File: config.mk
export PLATFORM = sky130hd
export DESIGN_NAME = stream_range_stats_flat
export DESIGN_NICKNAME = d
export VERILOG_FILES = /design/src/rtl/stream_range_stats_if.sv /design/src/rtl/stream_range_stats.sv /design/src/flat_wrapper.sv
export SDC_FILE = /design/constraint.sdc
export NUM_CORES = 1
export LEC_CHECK = 0
export BUFFER_PORTS_ARGS = -buffer_cell sky130_fd_sc_hd__buf_2
export CORE_ASPECT_RATIO = 0.6
export CORE_MARGIN = 2
export CORE_UTILIZATION = 60
export DETAILED_ROUTE_END_ITERATION = 16
export GPL_ROUTABILITY_DRIVEN = 0
export PLACE_DENSITY_LB_ADDON = 0.15
export SYNTH_ARGS = -nofsm -noshare
export SYNTH_HDL_FRONTEND = slang
export SYNTH_SLANG_ARGS = --single-unit
File: constraint.sdc
create_clock -name clock -period 7.4 [get_ports clock]
set_input_delay 0.74 -clock clock [delete_from_list [all_inputs] [get_ports clock]]
set_output_delay 0.74 -clock clock [all_outputs]
set_load 0.03 [all_outputs]
File: src/rtl/stream_range_stats_if.sv
// Sample stream and result bus for stream_range_stats.
// The source drives data_in/valid/go/finish; the tracker drives the latched results
// and the state flags.
// The optional sum result is present only when STREAM_RANGE_STATS_SUM_EN is defined.
//
// Handshake: this bus has no ready. A sample is consumed on every rising clock edge
// where valid=1 and the tracker is collecting, or is entering collection on that edge.
// go acts on its rising edge. finish acts on its level.
// done is a one-cycle pulse that marks a fresh set of results.
interface stream_range_stats_if #(
    parameter int WIDTH     = 8,
    parameter int CNT_WIDTH = 8
);
    logic [WIDTH-1:0]     data_in;
    logic                 valid;
    logic                 go;
    logic                 finish;
    logic [WIDTH-1:0]     range;
    logic [WIDTH-1:0]     min_out;
    logic [WIDTH-1:0]     max_out;
    logic [CNT_WIDTH-1:0] count;
    logic                 sat;
    logic                 done;
    logic                 busy;
    logic                 error;
`ifdef STREAM_RANGE_STATS_SUM_EN
    logic [WIDTH+CNT_WIDTH-1:0] sum;

    modport master (
        output data_in, valid, go, finish,
        input  range, min_out, max_out, count, sat, done, busy, error, sum
    );
    modport slave (
        input  data_in, valid, go, finish,
        output range, min_out, max_out, count, sat, done, busy, error, sum
    );
`else
    modport master (
        output data_in, valid, go, finish,
        input  range, min_out, max_out, count, sat, done, busy, error
    );
    modport slave (
        input  data_in, valid, go, finish,
        output range, min_out, max_out, count, sat, done, busy, error
    );
`endif
endinterface

File: src/rtl/stream_range_stats.sv
// Streaming min/max/range/count tracker.
// A session opens on a go rising edge and closes on a finish level. Results latch
// at the close and are held until the next successful session.
// Signed or unsigned compare is selected by the SIGNED parameter.
// Optional feature: define STREAM_RANGE_STATS_SUM_EN to add a session sum output.
// dbg_state exposes the FSM state: 0 = IDLE, 1 = COLLECT, 2 = ERROR.
module stream_range_stats #(
    parameter int WIDTH     = 8,
    parameter int CNT_WIDTH = 8,
    parameter int SIGNED    = 0
) (
    input  logic                       clock,
    input  logic                       reset,
    stream_range_stats_if.slave        bus,
    output logic [1:0]                 dbg_state
);

    localparam int SUM_WIDTH = WIDTH + CNT_WIDTH;

    // Working min starts at the largest value of the type, and working max at the
    // smallest, so the first sample always replaces both of them.
    localparam logic [WIDTH-1:0] TYPE_MAX = (SIGNED != 0) ? {1'b0, {(WIDTH-1){1'b1}}}
                                                          : {WIDTH{1'b1}};
    localparam logic [WIDTH-1:0] TYPE_MIN = (SIGNED != 0) ? {1'b1, {(WIDTH-1){1'b0}}}
                                                          : {WIDTH{1'b0}};
    localparam logic [CNT_WIDTH-1:0] CNT_MAX = {CNT_WIDTH{1'b1}};

    typedef enum logic [1:0] {
        S_IDLE    = 2'd0,
        S_COLLECT = 2'd1,
        S_ERROR   = 2'd2
    } state_t;

    state_t               state_q, state_d;
    logic                 go_prev_q, go_prev_d;

    // Working registers for the session in progress.
    logic [WIDTH-1:0]     wmin_q, wmin_d;
    logic [WIDTH-1:0]     wmax_q, wmax_d;
    logic [CNT_WIDTH-1:0] wcnt_q, wcnt_d;
    logic                 wsat_q, wsat_d;

    // Latched results.
    logic [WIDTH-1:0]     min_out_q, min_out_d;
    logic [WIDTH-1:0]     max_out_q, max_out_d;
    logic [WIDTH-1:0]     range_q, range_d;
    logic [CNT_WIDTH-1:0] count_q, count_d;
    logic                 sat_q, sat_d;
    logic                 done_q, done_d;
    logic                 busy_q, busy_d;
    logic                 error_q, error_d;

`ifdef STREAM_RANGE_STATS_SUM_EN
    logic [SUM_WIDTH-1:0] wsum_q, wsum_d;
    logic [SUM_WIDTH-1:0] sum_q, sum_d;
    logic [SUM_WIDTH-1:0] base_sum, upd_sum;
    logic                 ext_bit;
`endif

    logic                 go_edge;
    logic [WIDTH-1:0]     base_min, base_max, upd_min, upd_max;
    logic [CNT_WIDTH-1:0] base_cnt, upd_cnt;
    logic                 base_sat, upd_sat;

    function automatic logic less_than(input logic [WIDTH-1:0] a, input logic [WIDTH-1:0] b);
        if (SIGNED != 0) begin
            return $signed(a) < $signed(b);
        end
        return a < b;
    endfunction

    assign go_edge = bus.go & ~go_prev_q;

    // Working values after this cycle's sample, starting from a fresh session when not collecting.
    always_comb begin
        base_min = wmin_q;
        base_max = wmax_q;
        base_cnt = wcnt_q;
        base_sat = wsat_q;
`ifdef STREAM_RANGE_STATS_SUM_EN
        base_sum = wsum_q;
        ext_bit  = (SIGNED != 0) ? bus.data_in[WIDTH-1] : 1'b0;
`endif
        if (state_q != S_COLLECT) begin
            base_min = TYPE_MAX;
            base_max = TYPE_MIN;
            base_cnt = '0;
            base_sat = 1'b0;
`ifdef STREAM_RANGE_STATS_SUM_EN
            base_sum = '0;
`endif
        end

        upd_min = base_min;
        upd_max = base_max;
        upd_cnt = base_cnt;
        upd_sat = base_sat;
`ifdef STREAM_RANGE_STATS_SUM_EN
        upd_sum = base_sum;
`endif
        if (bus.valid) begin
            if (less_than(bus.data_in, base_min)) begin
                upd_min = bus.data_in;
            end
            if (less_than(base_max, bus.data_in)) begin
                upd_max = bus.data_in;
            end
            // Once the counter is pinned, later samples still move min/max but are not counted or summed.
            if (base_cnt != CNT_MAX) begin
                upd_cnt = base_cnt + CNT_WIDTH'(1);
`ifdef STREAM_RANGE_STATS_SUM_EN
                upd_sum = base_sum + {{CNT_WIDTH{ext_bit}}, bus.data_in};
`endif
                if (upd_cnt == CNT_MAX) begin
                    upd_sat = 1'b1;
                end
            end else begin
                upd_sat = 1'b1;
            end
        end
    end

    // Session FSM: next state, working register loads and result latching.
    always_comb begin
        state_d   = state_q;
        go_prev_d = bus.go;
        wmin_d    = wmin_q;
        wmax_d    = wmax_q;
        wcnt_d    = wcnt_q;
        wsat_d    = wsat_q;
        min_out_d = min_out_q;
        max_out_d = max_out_q;
        range_d   = range_q;
        count_d   = count_q;
        sat_d     = sat_q;
        done_d    = 1'b0;
`ifdef STREAM_RANGE_STATS_SUM_EN
        wsum_d    = wsum_q;
        sum_d     = sum_q;
`endif

        case (state_q)
            S_IDLE: begin
                // finish outranks a simultaneous go edge here.
                if (bus.finish) begin
                    state_d = S_ERROR;
                end else if (go_edge) begin
                    state_d = S_COLLECT;
                end
            end
            S_ERROR: begin
                if (go_edge && !bus.finish) begin
                    state_d = S_COLLECT;
                end
            end
            S_COLLECT: begin
                // A go edge aborts the session, even with finish set in the same cycle.
                if (go_edge) begin
                    state_d = S_ERROR;
                end else if (bus.finish) begin
                    if (upd_cnt != '0) begin
                        state_d   = S_IDLE;
                        done_d    = 1'b1;
                        min_out_d = upd_min;
                        max_out_d = upd_max;
                        range_d   = upd_max - upd_min;
                        count_d   = upd_cnt;
                        sat_d     = upd_sat;
`ifdef STREAM_RANGE_STATS_SUM_EN
                        sum_d     = upd_sum;
`endif
                    end else begin
                        state_d = S_ERROR;
                    end
                end
            end
            default: begin
                state_d = S_IDLE;
            end
        endcase

        // The working registers follow every cycle that enters or stays in COLLECT.
        if (state_d == S_COLLECT) begin
            wmin_d = upd_min;
            wmax_d = upd_max;
            wcnt_d = upd_cnt;
            wsat_d = upd_sat;
`ifdef STREAM_RANGE_STATS_SUM_EN
            wsum_d = upd_sum;
`endif
        end

        busy_d  = (state_d == S_COLLECT);
        error_d = (state_d == S_ERROR);
    end

    // State and result registers with synchronous reset.
    always_ff @(posedge clock) begin
        if (reset) begin
            state_q   <= S_IDLE;
            go_prev_q <= 1'b0;
            wmin_q    <= '0;
            wmax_q    <= '0;
            wcnt_q    <= '0;
            wsat_q    <= 1'b0;
            min_out_q <= '0;
            max_out_q <= '0;
            range_q   <= '0;
            count_q   <= '0;
            sat_q     <= 1'b0;
            done_q    <= 1'b0;
            busy_q    <= 1'b0;
            error_q   <= 1'b0;
`ifdef STREAM_RANGE_STATS_SUM_EN
            wsum_q    <= '0;
            sum_q     <= '0;
`endif
        end else begin
            state_q   <= state_d;
            go_prev_q <= go_prev_d;
            wmin_q    <= wmin_d;
            wmax_q    <= wmax_d;
            wcnt_q    <= wcnt_d;
            wsat_q    <= wsat_d;
            min_out_q <= min_out_d;
            max_out_q <= max_out_d;
            range_q   <= range_d;
            count_q   <= count_d;
            sat_q     <= sat_d;
            done_q    <= done_d;
            busy_q    <= busy_d;
            error_q   <= error_d;
`ifdef STREAM_RANGE_STATS_SUM_EN
            wsum_q    <= wsum_d;
            sum_q     <= sum_d;
`endif
        end
    end

    assign bus.min_out = min_out_q;
    assign bus.max_out = max_out_q;
    assign bus.range   = range_q;
    assign bus.count   = count_q;
    assign bus.sat     = sat_q;
    assign bus.done    = done_q;
    assign bus.busy    = busy_q;
    assign bus.error   = error_q;
`ifdef STREAM_RANGE_STATS_SUM_EN
    assign bus.sum     = sum_q;
`endif
    assign dbg_state   = state_q;

endmodule
File: src/flat_wrapper.sv
// flat-port wrapper written by rule: the top's interface ports become plain ports
module stream_range_stats_flat 
#(
    parameter int WIDTH     = 8,
    parameter int CNT_WIDTH = 8,
    parameter int SIGNED    = 0
)
  (clock, reset, dbg_state, bus_data_in, bus_valid, bus_go, bus_finish, bus_range, bus_min_out, bus_max_out, bus_count, bus_sat, bus_done, bus_busy, bus_error);
  stream_range_stats_if #(.WIDTH(WIDTH), .CNT_WIDTH(CNT_WIDTH)) bus_i ();
  input  logic clock;
  input  logic reset;
  output logic [1:0] dbg_state;
  input wire logic [$bits(bus_i.data_in)-1:0] bus_data_in;
  input wire logic [$bits(bus_i.valid)-1:0] bus_valid;
  input wire logic [$bits(bus_i.go)-1:0] bus_go;
  input wire logic [$bits(bus_i.finish)-1:0] bus_finish;
  output wire logic [$bits(bus_i.range)-1:0] bus_range;
  output wire logic [$bits(bus_i.min_out)-1:0] bus_min_out;
  output wire logic [$bits(bus_i.max_out)-1:0] bus_max_out;
  output wire logic [$bits(bus_i.count)-1:0] bus_count;
  output wire logic [$bits(bus_i.sat)-1:0] bus_sat;
  output wire logic [$bits(bus_i.done)-1:0] bus_done;
  output wire logic [$bits(bus_i.busy)-1:0] bus_busy;
  output wire logic [$bits(bus_i.error)-1:0] bus_error;
  assign bus_i.data_in = bus_data_in;
  assign bus_i.valid = bus_valid;
  assign bus_i.go = bus_go;
  assign bus_i.finish = bus_finish;
  assign bus_range = bus_i.range;
  assign bus_min_out = bus_i.min_out;
  assign bus_max_out = bus_i.max_out;
  assign bus_count = bus_i.count;
  assign bus_sat = bus_i.sat;
  assign bus_done = bus_i.done;
  assign bus_busy = bus_i.busy;
  assign bus_error = bus_i.error;
  stream_range_stats #(.WIDTH(WIDTH), .CNT_WIDTH(CNT_WIDTH), .SIGNED(SIGNED)) u_core (.clock(clock), .reset(reset), .bus(bus_i), .dbg_state(dbg_state));
endmodule
# After elaboration in Yosys (flattened, before gate mapping)

Index checks and enable logic that the tools add are counted.

Add/sub/neg operators: 2
Order comparisons: 2
Equal/unequal tests: 7
Multiplexer cells: 21
Bitwise operators: 5
Reduce and logical (&&, ||, !) cells: 6

Operators by type and width:

| kind                | count |
|---|---|
| $mux 8              | 9 |
| $lt 8x8->1          | 2 |
| $mux 2              | 6 |
| $add 8x1->8 const B | 1 |
| $eq 8x8->1 const B  | 1 |
| $ne 8x8->1 const B  | 1 |
| $reduce_bool 8->1   | 1 |
| $sub 8x8->8         | 1 |
| $pmux 2 s3          | 1 |
| $mux 1              | 5 |
| $eq 2x1->1 const B  | 2 |
| $eq 2x2->1 const B  | 2 |
| $not 1->1           | 4 |
| $reduce_and 4->1    | 1 |
| $reduce_or 4->1     | 1 |
| $logic_not 2->1     | 1 |
| $ne 2x1->1 const B  | 1 |
| $and 1x1->1         | 1 |
| $logic_and 1x1->1   | 1 |
| $logic_not 1->1     | 1 |

Flip-flop bits (word level): 64
Input port bits: 13
Output and inout port bits: 38
Word-level logic and storage cells: 57

# Logic depth before layout (Yosys ltp)

Gate-level depths: netlist of run 1.

Depth in word-level cells: 11
Depth in mapped cells: 21
Depth with buffers taken out: 17

# Worst setup path before layout of run 1

OpenSTA, ideal clock, no wires.

Path kind: reg2reg
Start: reg u_core.state_q[0] (netlist: u_core.dbg_state[0])
End: reg u_core.range_q[6] (netlist: u_core.bus.range[6])
Setup time: 0.117 ns
Data arrival time: 4.423 ns
Required time: 7.283 ns
Slack: 2.860 ns
Stages on the path, launching flop included: 20
Buffers on the path: 4
Clock period less this slack: 4.540 ns
Cell sequence: dfxtp_1 > and2b_1 > clkbuf_1 > clkbuf_1 > and2_1 > ha_1 > a21o_1 > nand3_1 > o2111ai_1 > a41o_1 > buf_2 > buf_1 > a31oi_1 > inv_1 > fa_1 > maj3_2 > maj3_2 > a31oi_1 > mux2i_1 > nand2_1

Elaborated cells between the ends (all ways): 18
Classes of those cells: 2 x add/sub; 2 x order compare; 3 x eq/ne; 9 x mux; 2 x reduce/logical

RTL lines:

| item                   | line                      | RTL |
|---|---|---|
| start, declared        | stream_range_stats.sv:34  | `state_t state_q, state_d;` |
| start signal, assigned | stream_range_stats.sv:219 | `state_q <= state_d;` |
| $ne 2x1->1 *           | stream_range_stats.sv:84  | `if (state_q != S_COLLECT) begin` |
| $mux 8 *               | stream_range_stats.sv:84  |  |
| $lt 8x8->1             | stream_range_stats.sv:69  | `return a < b;` |
| $mux 8                 | stream_range_stats.sv:105 | `if (less_than(base_max, bus.data_in)) begin` |
| $mux 8 *               | stream_range_stats.sv:101 | `if (bus.valid) begin` |
| net u_core.upd_max[1]  | stream_range_stats.sv:61  | `logic [WIDTH-1:0] base_min, base_max, upd_min, upd_max;` |
| $sub 8x8->8 *          | stream_range_stats.sv:166 | `range_d = upd_max - upd_min;` |
| end signal, assigned   | stream_range_stats.sv:227 | `range_q <= range_d;` |
| end, declared          | stream_range_stats.sv:46  | `logic [WIDTH-1:0] range_q, range_d;` |

The timed path passes the listed nets; every way through them passes the cells marked *.
A chain may end at the register's enable or synchronous reset.

# Worst setup path in the final report of run 1

Start: reg u_core.state_q[1] (netlist: u_core.dbg_state[1])
End: reg u_core.range_q[6] (netlist: u_core.bus.range[6])

Cells in the longest elaborated chain, start to end: 7
Elaborated cells between the ends (all ways): 18
Classes of those cells: 2 x add/sub; 2 x order compare; 3 x eq/ne; 9 x mux; 2 x reduce/logical

RTL lines:

| item |
|---|
| branches (longest 7 deep; another with $lt 8x8->1) |

Parallel ways; which one is timed is not known.

==> results.md, run 1 <==
* Status: finished clean
* Worst Setup EP: u_core.bus.range[6]
* Ys Warns at 0
* GRT Total Usage at 0.290
* Crit end category: register
* CP cell instances: and2b_1, and2_1, ha_1, nand4_1, o2111ai_1, a41o_1, nor2_1, a31oi_1, ha_1, inv_1, fa_1, maj3_2, maj3_2, a31oi_1, mux2i_1, nand2_1
* PD cells at 201 nW/um2
* Starting DRC count in detailed routing at approximately 440
* DR vias/cell at 5.90
* Register area share after synthesis at 0.376
* Final wirelength at slightly below 9 mm
* Worst slew pin tran at around 1100 ps
* Max capacitance violation total at 0
* Arr. time, crit path at between 4000 and 5000 ps
* Setup Buffers After CTS at 0
* Initial antenna violation count at 0
* Die X-Extent at approximately 100 um
* CTS clk-pin slew, worst paths at roughly 70 ps
* Post-synth top flop: dfxtp_1
* Sum Neg Setup Slack at 0 ps
* FP Rows at 21
* FMAX at roughly 0.21 GHz
* Final worst path period share at 0.634
* Largest fanout on the critical path at 20
* WL/cell at around 16 um
* Num CTS Buffers at 9
* Global-route wire length before repair at 14.2 mm
* Syn Area/Cell at about 7.6 um2
* Worst skew pair latency at roughly 350 ps
* Sum of buffers and inverters on the critical path at 1
* Logic pwr share at 0.135
* Final setup viols at 0
* Seq pwr share at 0.466
* Leakage at 1.68 nW
* Vias in the first global route at 2912
* R2r endpoint: u_core.bus.range[6]
* GRT overflow at 0
* Worst flop-to-flop path startpoint: u_core.dbg_state[1]
* TritonCTS clock tree: yes
* Synth unique cells at slightly below 50
* Worst path max stage delay at between 400 and 500 ps
* #FFs+latches synth at 64
* # clock sinks at 64
* Top post-synthesis cells by area: dfxtp_1 38%, nor2_1 8.9%, a21oi_1 7.2%
* # diodes at 0
* Placed Area at about 3700 um2
* Register-to-Register Path Depth at 16
* Post-synth top area share at 0.376
* Final Instance Area at 3860 um2
* Required @ worst endpoint at about 7700 ps
* Layout Utilization at 0.700
* Cts hold-fix bufs at 0
* Mapped Cells at ~450
* Clock H-tree levels at 3
* Flop2flop setup slack at around 2700 ps
* Synth area leader: dfxtp_1
* Ys async rst share at 0
* Core Area at between 5000 and 6000 um2
* Root Buffer Master: clkbuf_8
* EDFF count, synth at 0
* Switching Share at 0.284
* Die area at approximately 6300 um2
* Startpoint Class: register
* Area grow syn2layout at 13.2%
* Post-synth top cells: 81 x nor2_1, 64 x dfxtp_1, 58 x nand2_1, 49 x a21oi_1, 27 x a211oi_1
* Largest net degree at the start of global routing at 66
* Fin Hold WS at 452 ps
* Top cell family by delay on the critical path: adder cells
* Detailed Place HPWL at 5.99 mm
* Post-route DRC violation count at 0
* Int Power at ~0.56 mW
* Via count at around 3300
* Clock network fraction of total power at 0.399
* Placed insts at 541
* Die height at between 60 and 70 um
* Max Root-Sink Buffers at 2
* Minimum clock period at 4690 ps
* Router iterations before antenna repair at 5
* Mapped Area at about 3400 um2
* Cell depth of the worst setup path at 16
* Post-CTS sizing at 0
* Starting Density at 0.618
* Setup CP Type: reg2reg
* Slew Limit Fails at 0
* Non-Filler Instances at between 500 and 600
* RSZ-0062 raised after global routing: no
* Max-slew headroom at 0.243
* Crit path from: u_core.dbg_state[1]
* Worst Hold Class: reg2reg
* Final Hold Fails at 0
* Clock skew at 6.27 ps
* Count leader, synth: nor2_1
* Nets at between 500 and 600
* Peak supply drop at 135 uV
* Syn nets at about 480
* Critical Path Slowest Stage Cell: a41o_1
* Sw power at ~0.22 mW
* Port bufs at 50
* Share of layout cells above drive strength 1 at 0.162
* Post-route ant nets at 0
* I/O Pins at 51
==> cell usage in the layout, fill, tap and decap left out, types with 2 or more instances in the layout <==
master,synthesis,layout
a211oi_1,27,27
a21o_1,5,5
a21oi_1,49,49
a22oi_1,2,2
a31oi_1,8,8
a41o_1,2,2
and2_1,9,9
and3_1,3,3
and3b_1,2,2
buf_2,8,50
buf_4,0,3
clkbuf_8,0,10
clkinvlp_4,0,2
dfxtp_1,64,64
ha_1,16,16
inv_1,22,22
maj3_2,2,2
mux2_2,3,3
mux2i_1,2,2
nand2_1,58,58
nand2b_1,4,4
nand3_1,3,3
nand4_1,3,3
nor2_1,81,81
nor2b_1,3,2
nor3_1,7,7
nor4_1,2,2
nor4b_1,3,3
o21a_1,3,3
o21ai_0,8,8
or3_1,2,2
xnor2_1,7,7
xor2_1,2,2
==> metrics by stage <==
stage	setup slack, ps	total power, mW
2_1_floorplan	2860	0.443
3_3_place_gp	3030	0.467
3_5_place_dp	2790	0.471
4_1_cts	2770	0.778
5_1_grt	2340	0.809
6_report	2710	0.776
==> logic make-up (layout without fill, tap and decap cells) <==
kind of cell | count (synthesis) | count (layout) | share of synthesized area
fa+ha+maj | 19 | 19 | 0.0712
mux | 6 | 6 | 0.0202
flops | 64 | 64 | 0.376
compound gates | 115 | 115 | 0.214
simple gates | 184 | 184 | 0.238
buf+inv | 50 | 91 | 0.0580
xor+xnor | 9 | 9 | 0.0231
==> metal layers <==
metal	GRT usage	routed length (um)	vias to the layer above
li1	-	-	1607
met1	0.423	4020	1496
met2	0.402	3590	160
met3	0.0951	893	21
met4	0.0912	146	0
met5	0	0	-
==> registers in the layout (all words and copies together), names as in the netlist <==
register	flops
u_core.bus.range	8
u_core.bus.done	1
u_core.bus.min_out	8
u_core.bus.max_out	8
u_core.wsat_q	1
u_core.wmax_q	8
u_core.go_prev_q	1
u_core.bus.busy	1
u_core.bus.sat	1
u_core.dbg_state	2
u_core.bus.error	1
u_core.bus.count	8
u_core.wcnt_q	8
u_core.wmin_q	8
==> power groups by stage <==
stage                     clock network, mW  logic [mW]  registers, mW
after global placement                    0      0.0982          0.369
after floorplan                           0      0.0706          0.373
after detailed placement                  0       0.102          0.369
final                                 0.310       0.104          0.362
after CTS                             0.313       0.103          0.361
after global routing                  0.332       0.115          0.363
==> area by class of cell <==
cell class / instances / area (um2)
Clock buffer: 10 / 138
Clock inverter: 6 / 67.6
Fill cell: 488 / 1660
Inverter: 22 / 82.6
Multi-Input combinational cell: 333 / 1930
Sequential cell: 64 / 1280
Tap cell: 69 / 86.3
Timing Repair Buffer: 53 / 273
==> worst min-delay path by stage <==
stage                                startpoint               endpoint  slack [ps]  cells after the start
after floorplan                u_core.wmin_q[4]       u_core.wmin_q[4]         440                      2
after global placement      u_core.bus.count[4]    u_core.bus.count[4]         440                      2
after detailed placement    u_core.bus.count[4]    u_core.bus.count[4]         450                      2
after CTS                   u_core.bus.count[4]    u_core.bus.count[4]         460                      2
after global routing      u_core.bus.min_out[6]  u_core.bus.min_out[6]         480                      2
final                       u_core.bus.count[4]    u_core.bus.count[4]         450                      2
==> worst register-to-register path, cell delays in order, from the launching register on <==
cell and delay, ps:
dfxtp_1 420, and2b_1 450, and2_1 310, ha_1 310
nand4_1 130, o2111ai_1 270, a41o_1 490, nor2_1 90
a31oi_1 260, ha_1 200, inv_1 60, fa_1 410
maj3_2 330, maj3_2 330, a31oi_1 260, mux2i_1 210
nand2_1 60
No activity file was read; power rests on OpenSTA's default activity.
==> inputs of run 2 (changes only) <==
- ABC_AREA: default -> 1
- CORE_UTILIZATION: 60 -> 58
- clock period: 7.4 -> 4.7 ns (I/O delays scaled with it)
==> results.md, run 2 <==
* Largest net degree at the start of global routing at 37 (-44%)
* Final WS setup at 772 ps (-1940 ps)
* Int Power at 0.819 mW (+47%)
* Final Instance Area at 4180 um2 (+8.3%)
* Num CTS Buffers at 9 (unchanged)
* Post-synth top flop: dfxtp_1
* Setup Buffers After CTS at 0 (unchanged)
* FMAX at 0.255 GHz (+19%)
* # clock sinks at 64 (unchanged)
* Die height at 66.6 um (+6.7%)
* Share of layout cells above drive strength 1 at 0.138 (-0.0234)
* Syn nets at 600 (+26%)
* Met3 usage at 0.107 (+0.0116)
* Die X-Extent at 108 um (+6.9%)
* Post-synth top cells: 133 x nand2_1, 91 x inv_1, 64 x dfxtp_1, 64 x nor2_1, 52 x o21ai_0
* Met2 Use GR at 0.377 (-0.0257)
* Router iterations before antenna repair at 5 (unchanged)
* Mapped Cells at 570 (+28%)
* Most Crowded Layer GR: met1
* Top post-synthesis cells by area: dfxtp_1 34%, nand2_1 13%, inv_1 9.0%
* Clock network fraction of total power at 0.337 (-0.062)
* Slew Limit Fails at 0 (unchanged)
* EDFF count, synth at 0 (unchanged)
* Most frequent cells in the layout: 133 x nand2_1, 91 x inv_1, 64 x nor2_1, 64 x dfxtp_1, 52 x o21ai_0
* Count leader, synth: nand2_1
* CTS clk-pin slew, worst paths at 70 ps (about the same)
* Syn Area/Cell at 6.64 um2 (-13%)
* I/O Pins at 51 (unchanged)
* Largest fanout on the critical path at 25 (+25%)
* Worst Hold Class: in2reg
* Post-route ant nets at 0 (unchanged)
* Placed Area at 4020 um2 (+9.9%)
* Required @ worst endpoint at 4960 ps (-2690 ps)
* Clock skew at 11.4 ps (+5.10 ps)
* Max Root-Sink Buffers at 2 (unchanged)
* Clock H-tree levels at 3 (unchanged)
* Die area at 7210 um2 (+14%)
* #FFs+latches synth at 64 (unchanged)
* Synth area leader: dfxtp_1
* Post-synth top area share at 0.338 (-0.0372)
* WL/cell at 14.1 um (-9.2%)
* Final wirelength at 9.84 mm (+14%)
* Switching Share at 0.321 (+0.0367)
* Startpoint Class: register
* Dpl ws at 865 ps (-1920 ps)
* Crit end category: register
* Max-slew headroom at 0.394 (+0.151)
* Post-route DRC violation count at 0 (unchanged)
* Nets at 640 (+25%)
* Register area share after synthesis at 0.338 (-0.0372)
* Arr. time, crit path at 4180 ps (-760 ps)
* Area grow syn2layout at 10.5%
* Status: finished clean
* Setup CP Type: reg2reg
* PD cells at 288 nW/um2 (+43%)
* Vias in the first global route at 3196 (+9.8%)
* RSZ-0062 raised after global routing: no
* Worst skew pair latency at 350 ps (about the same)
* Peak supply drop at 199 uV (+47%)
* Starting DRC count in detailed routing at 374 (-14%)
* Max capacitance violation total at 0 (unchanged)
* Final Hold Fails at 0 (unchanged)
* Port bufs at 50 (unchanged)
* Root Buffer Master: clkbuf_8
* Via count at 3767 (+15%)
* Synth unique cells at 39 (-20%)
* Logic pwr share at 0.184 (+0.049)
* Sum Neg Setup Slack at 0 ps (unchanged)
* Worst slew pin tran at 908 ps (-227 ps)
* GRT overflow at 0 (unchanged)
* Mapped Area at 3790 um2 (+11%)
* Final setup viols at 0 (unchanged)
* Sw power at 0.386 mW (+75%)
* Minimum clock period at 3930 ps (-762 ps)
* DR vias/cell at 5.40 (-8.5%)
* Starting Density at 0.609 (-0.00953)
* Most common cell after layout, fill and taps aside: nand2_1
* Ys async rst share at 0 (unchanged)
* Post-CTS sizing at 0 (unchanged)
* Global-route wire length before repair at 16.2 mm (+14%)
* Cts hold-fix bufs at 0 (unchanged)
* Seq pwr share at 0.480 (+0.014)
* GRT Total Usage at 0.298 (+0.00799)
* # diodes at 0 (unchanged)
* Met1 Use GR at 0.454 (+0.0312)
* Detailed Place HPWL at 7.37 mm (+23%)
* FP Rows at 22 (+4.8%)
* Ys Warns at 0 (unchanged)
* TritonCTS clock tree: yes
* Leakage at 2.19 nW (+30%)
* Initial antenna violation count at 0 (unchanged)
* Core Area at 6220 um2 (+13%)
* Final worst path period share at 0.836 (+0.202)
-- run 2: per-stage QoR --
step / hold WS (ps) / cells / power (mW) / utilization
final: 370 / 698 / 1.20 / 0.672
after global routing: 397 / 698 / 1.26 / 0.672
after CTS: 357 / 698 / 1.21 / 0.672
after detailed placement: 453 / 683 / 0.805 / 0.646
after global placement: 443 / 683 / 0.798 / 0.646
after floorplan: 430 / 570 / 0.749 / -
-- run 2: layout make-up --
class / count / area [um2]
inverters: 97 / 367
flip-flops and latches: 64 / 1280
clock inverters: 5 / 35.0
well taps: 84 / 105
fillers: 577 / 2040
repair buffers: 51 / 258
multi-input cells: 387 / 2010
clock buffers: 10 / 128
-- run 2: per-layer routing --
metal | wire (um) | vias to the layer above
met4 | 99 | 0
met3 | 1250 | 12
met5 | 0 | -
met1 | 4920 | 1674
met2 | 3560 | 199
li1 | - | 1882
-- run 2: cells by family (layout without fill, tap and decap cells) --
kind of cell	after synthesis	count (layout)	share of synthesized area
XOR/XNOR	3	3	0.00694
buffers and inverters	119	163	0.131
adder cells (fa/ha/maj)	17	17	0.0582
AO/OA/AOI/OAI	120	120	0.172
AND/OR/NAND/NOR	247	247	0.293
flip-flops	64	64	0.338
-- run 2: path summary, 6_finish.rpt --
kind	startpoint	to	slack, ps	cells after the start
worst max-delay path	u_core.dbg_state[0]	u_core.bus.range[7]	770	19
worst min-delay path	bus_go	u_core.go_prev_q	370	3
worst max register to register	u_core.dbg_state[0]	u_core.bus.range[7]	770	19
worst min register to register	u_core.bus.count[7]	u_core.bus.count[7]	460	2
-- run 2: worst max-delay path: stages (launching register included) --
cell	delay [ps]
dfxtp_1	570
nand2_8	200
nor2_1	190
ha_1	280
a21oi_1	180
o21ai_0	120
nor2_1	260
nand2_1	340
o21ai_0	480
inv_1	150
ha_1	310
a21o_1	170
nand2_1	60
nand2_1	100
nand3_1	130
nand2_1	60
nand2_1	60
nand3_1	60
nand2_1	60
inv_1	30
-- run 2: power by group through the flow --
stage	combinational, mW	clock (mW)	sequential (mW)
final	0.222	0.405	0.578
after global routing	0.249	0.433	0.579
after CTS	0.217	0.412	0.577
after detailed placement	0.216	0	0.590
after global placement	0.210	0	0.589
after floorplan	0.150	0	0.599
==> inputs of run 3 (changes only) <==
- CORE_UTILIZATION: 58 -> 52
- clock period: 4.7 -> 3.35 ns (I/O delays scaled with it)
==> results.md, run 3 (same netlist as run 2, synthesis figures left out) <==
* Status: finished clean
* Area grow syn2layout at 21.3%
* Required @ worst endpoint at 3590 ps (-1370 ps)
* Most frequent cells in the layout: 131 x nand2_1, 91 x inv_1, 62 x dfxtp_1, 59 x nor2_1, 50 x buf_2
* GRT Total Usage at 0.266 (-0.0311)
* Initial antenna violation count at 0 (unchanged)
* Final Hold Fails at 0 (unchanged)
* Final Instance Area at 4590 um2 (+9.8%)
* Largest fanout on the critical path at 13 (-48%)
* Num CTS Buffers at 9 (unchanged)
* Max-slew headroom at 0.331 (-0.0627)
* Minimum clock period at 3080 ps (-845 ps)
* FP Rows at 24 (+9.1%)
* Via count at 3866 (+2.6%)
* Post-route DRC violation count at 0 (unchanged)
* Leakage at 2.38 nW (+8.4%)
* CTS clk-pin slew, worst paths at 60 ps (about the same)
* Clock network fraction of total power at 0.483 (+0.146)
* Final setup viols at 0 (unchanged)
* I/O Pins at 51 (unchanged)
* Worst hold start: bus_go
* Worst skew pair latency at 340 ps (about the same)
* Max Root-Sink Buffers at 2 (unchanged)
* Share of layout cells above drive strength 1 at 0.191 (+0.0527)
* RSZ-0062 raised after global routing: no
* Most common cell after layout, fill and taps aside: nand2_1
* WHS Endpoint: u_core.go_prev_q
* DR vias/cell at 5.34 (-1.1%)
* # clock sinks at 64 (unchanged)
* PD cells at 489 nW/um2 (+70%)
* Port bufs at 50 (unchanged)
* Clock H-tree levels at 3 (unchanged)
* Post-route ant nets at 0 (unchanged)
* Seq pwr share at 0.361 (-0.119)
* Sw power at 0.617 mW (+60%)
* Placed Area at 4140 um2 (+2.9%)
* Crit end category: register
* FMAX at 0.324 GHz (+27%)
* TritonCTS clock tree: yes
* Vias in the first global route at 3289 (+2.9%)
* Die height at 70.1 um (+5.3%)
* Flop2flop setup slack at 270 ps (-510 ps)
* Register-to-Register Path Depth at 21 (+2)
* Nets at 658 (+2.8%)
* Worst flop-to-flop path startpoint: u_core.dbg_state[1]
* # diodes at 0 (unchanged)
* Hold path depth at 3 (unchanged)
* Core Area at 7150 um2 (+15%)
* Worst Hold Class: in2reg
* Global-route wire length before repair at 16.5 mm (+1.8%)
* Final worst path period share at 0.920 (+0.0847)
* Largest net degree at the start of global routing at 37 (unchanged)
* Starting DRC count in detailed routing at 399 (+6.7%)
* Switching Share at 0.275 (-0.0461)
* Starting Density at 0.530 (-0.0788)
* Slew Limit Fails at 0 (unchanged)
* Setup CP Type: reg2reg
* Worst slew pin tran at 1000 ps (+93.9 ps)
* Router iterations before antenna repair at 5 (unchanged)
* Clock skew at 3.78 ps (-7.58 ps)
* Startpoint Class: register
* Peak supply drop at 256 uV (+29%)
* R2r endpoint: u_core.bus.range[6]
* Detailed Place HPWL at 7.30 mm (-0.96%)
* Logic pwr share at 0.156 (-0.028)
* Sum Neg Setup Slack at 0 ps (unchanged)
* Max capacitance violation total at 0 (unchanged)
* Final wirelength at 10.4 mm (+5.3%)
* GRT overflow at 0 (unchanged)
* Die area at 8000 um2 (+11%)
* Arr. time, crit path at 3320 ps (-860 ps)
* Root Buffer Master: clkbuf_16
* Die X-Extent at 114 um (+5.4%)
* WL/cell at 14.3 um (+1.5%)
* Int Power at 1.63 mW (+99%)
[run 3: changes by cell type in the layout (fill, tap and decap cells not counted), moves of 3 or more]
cell,delta
nor2_1,-5
o21ai_2,+3
clkbuf_16,+10
nor2_2,+5
clkbuf_8,-8
o21ai_1,+4
buf_4,+16
o21ai_0,-8
[run 3: final cells by class]
cell class,instances,area (um2)
clock buffer,11,264
clock inverter,5,85.1
fill,658,2550
inverter,97,372
multi-input combinational,388,2080
sequential,64,1290
tap,91,114
timing repair buffer,68,385
[run 3: power by group through the flow]
stage | clock (mW) | sequential (mW) | combinational (mW)
after floorplan | 0 | 0.840 | 0.214
after global placement | 0 | 0.825 | 0.316
after detailed placement | 0 | 0.826 | 0.322
after CTS | 1.10 | 0.810 | 0.325
after global routing | 1.13 | 0.812 | 0.392
final | 1.09 | 0.810 | 0.351
[run 3: per-stage QoR]
step	setup WS, ps	utilization	std cells	power, mW	hold slack [ps]
floorplan	2.19	-	570	1.05	430
global placement	98.4	0.579	702	1.14	445
detailed placement	-27.9	0.579	702	1.15	454
CTS	8.34	0.628	718	2.23	221
global route	12.0	0.643	724	2.33	244
finish	267	0.643	724	2.25	223
[run 3: layer usage]
metal	global-route usage	vias up	routed length (um)	share of wire
met5	0	-	0	0
met1	0.438	1735	5360	0.52
li1	-	1924	-	-
met3	0.0608	12	1150	0.11
met2	0.333	195	3760	0.36
met4	0.0759	0	92	0.0089
[run 3: worst max path at each step]
stage          slack, ps           startpoint  cells after the start                  end
3_3_place_gp         100  u_core.dbg_state[1]                     21  u_core.bus.range[7]
2_1_floorplan          2  u_core.dbg_state[0]                     21  u_core.bus.range[6]
4_1_cts                8  u_core.dbg_state[1]                     22  u_core.bus.range[7]
6_report             270  u_core.dbg_state[1]                     21  u_core.bus.range[6]
3_5_place_dp         -30  u_core.dbg_state[1]                     21  u_core.bus.range[7]
5_1_grt               10  u_core.dbg_state[1]                     20  u_core.bus.range[7]
[run 3: critical path, cell delays in order, from the launching register on]
cell and delay, ps:
dfxtp_4 360, inv_6 110, nand2_8 130, nor2_1 120
ha_1 250, a21oi_1 180, o21ai_0 120, nor2_2 170
nand2_4 120, clkbuf_4 210, o21ai_4 190, inv_2 60
ha_2 370, nand2_1 70, inv_1 60, nand3_1 70
nand2_1 60, inv_1 40, nand3_1 70, nand3_1 100
nand2_1 80, inv_1 30
[run 3: repair_timing]
item / in CTS / in global routing
resized for setup: 1 / 15
hold buffers: 0 / 0
gates cloned: 0 / 1
setup endpoints to repair: 1 / 7
pin swaps: 0 / 3
buffers inserted: 0 / 5
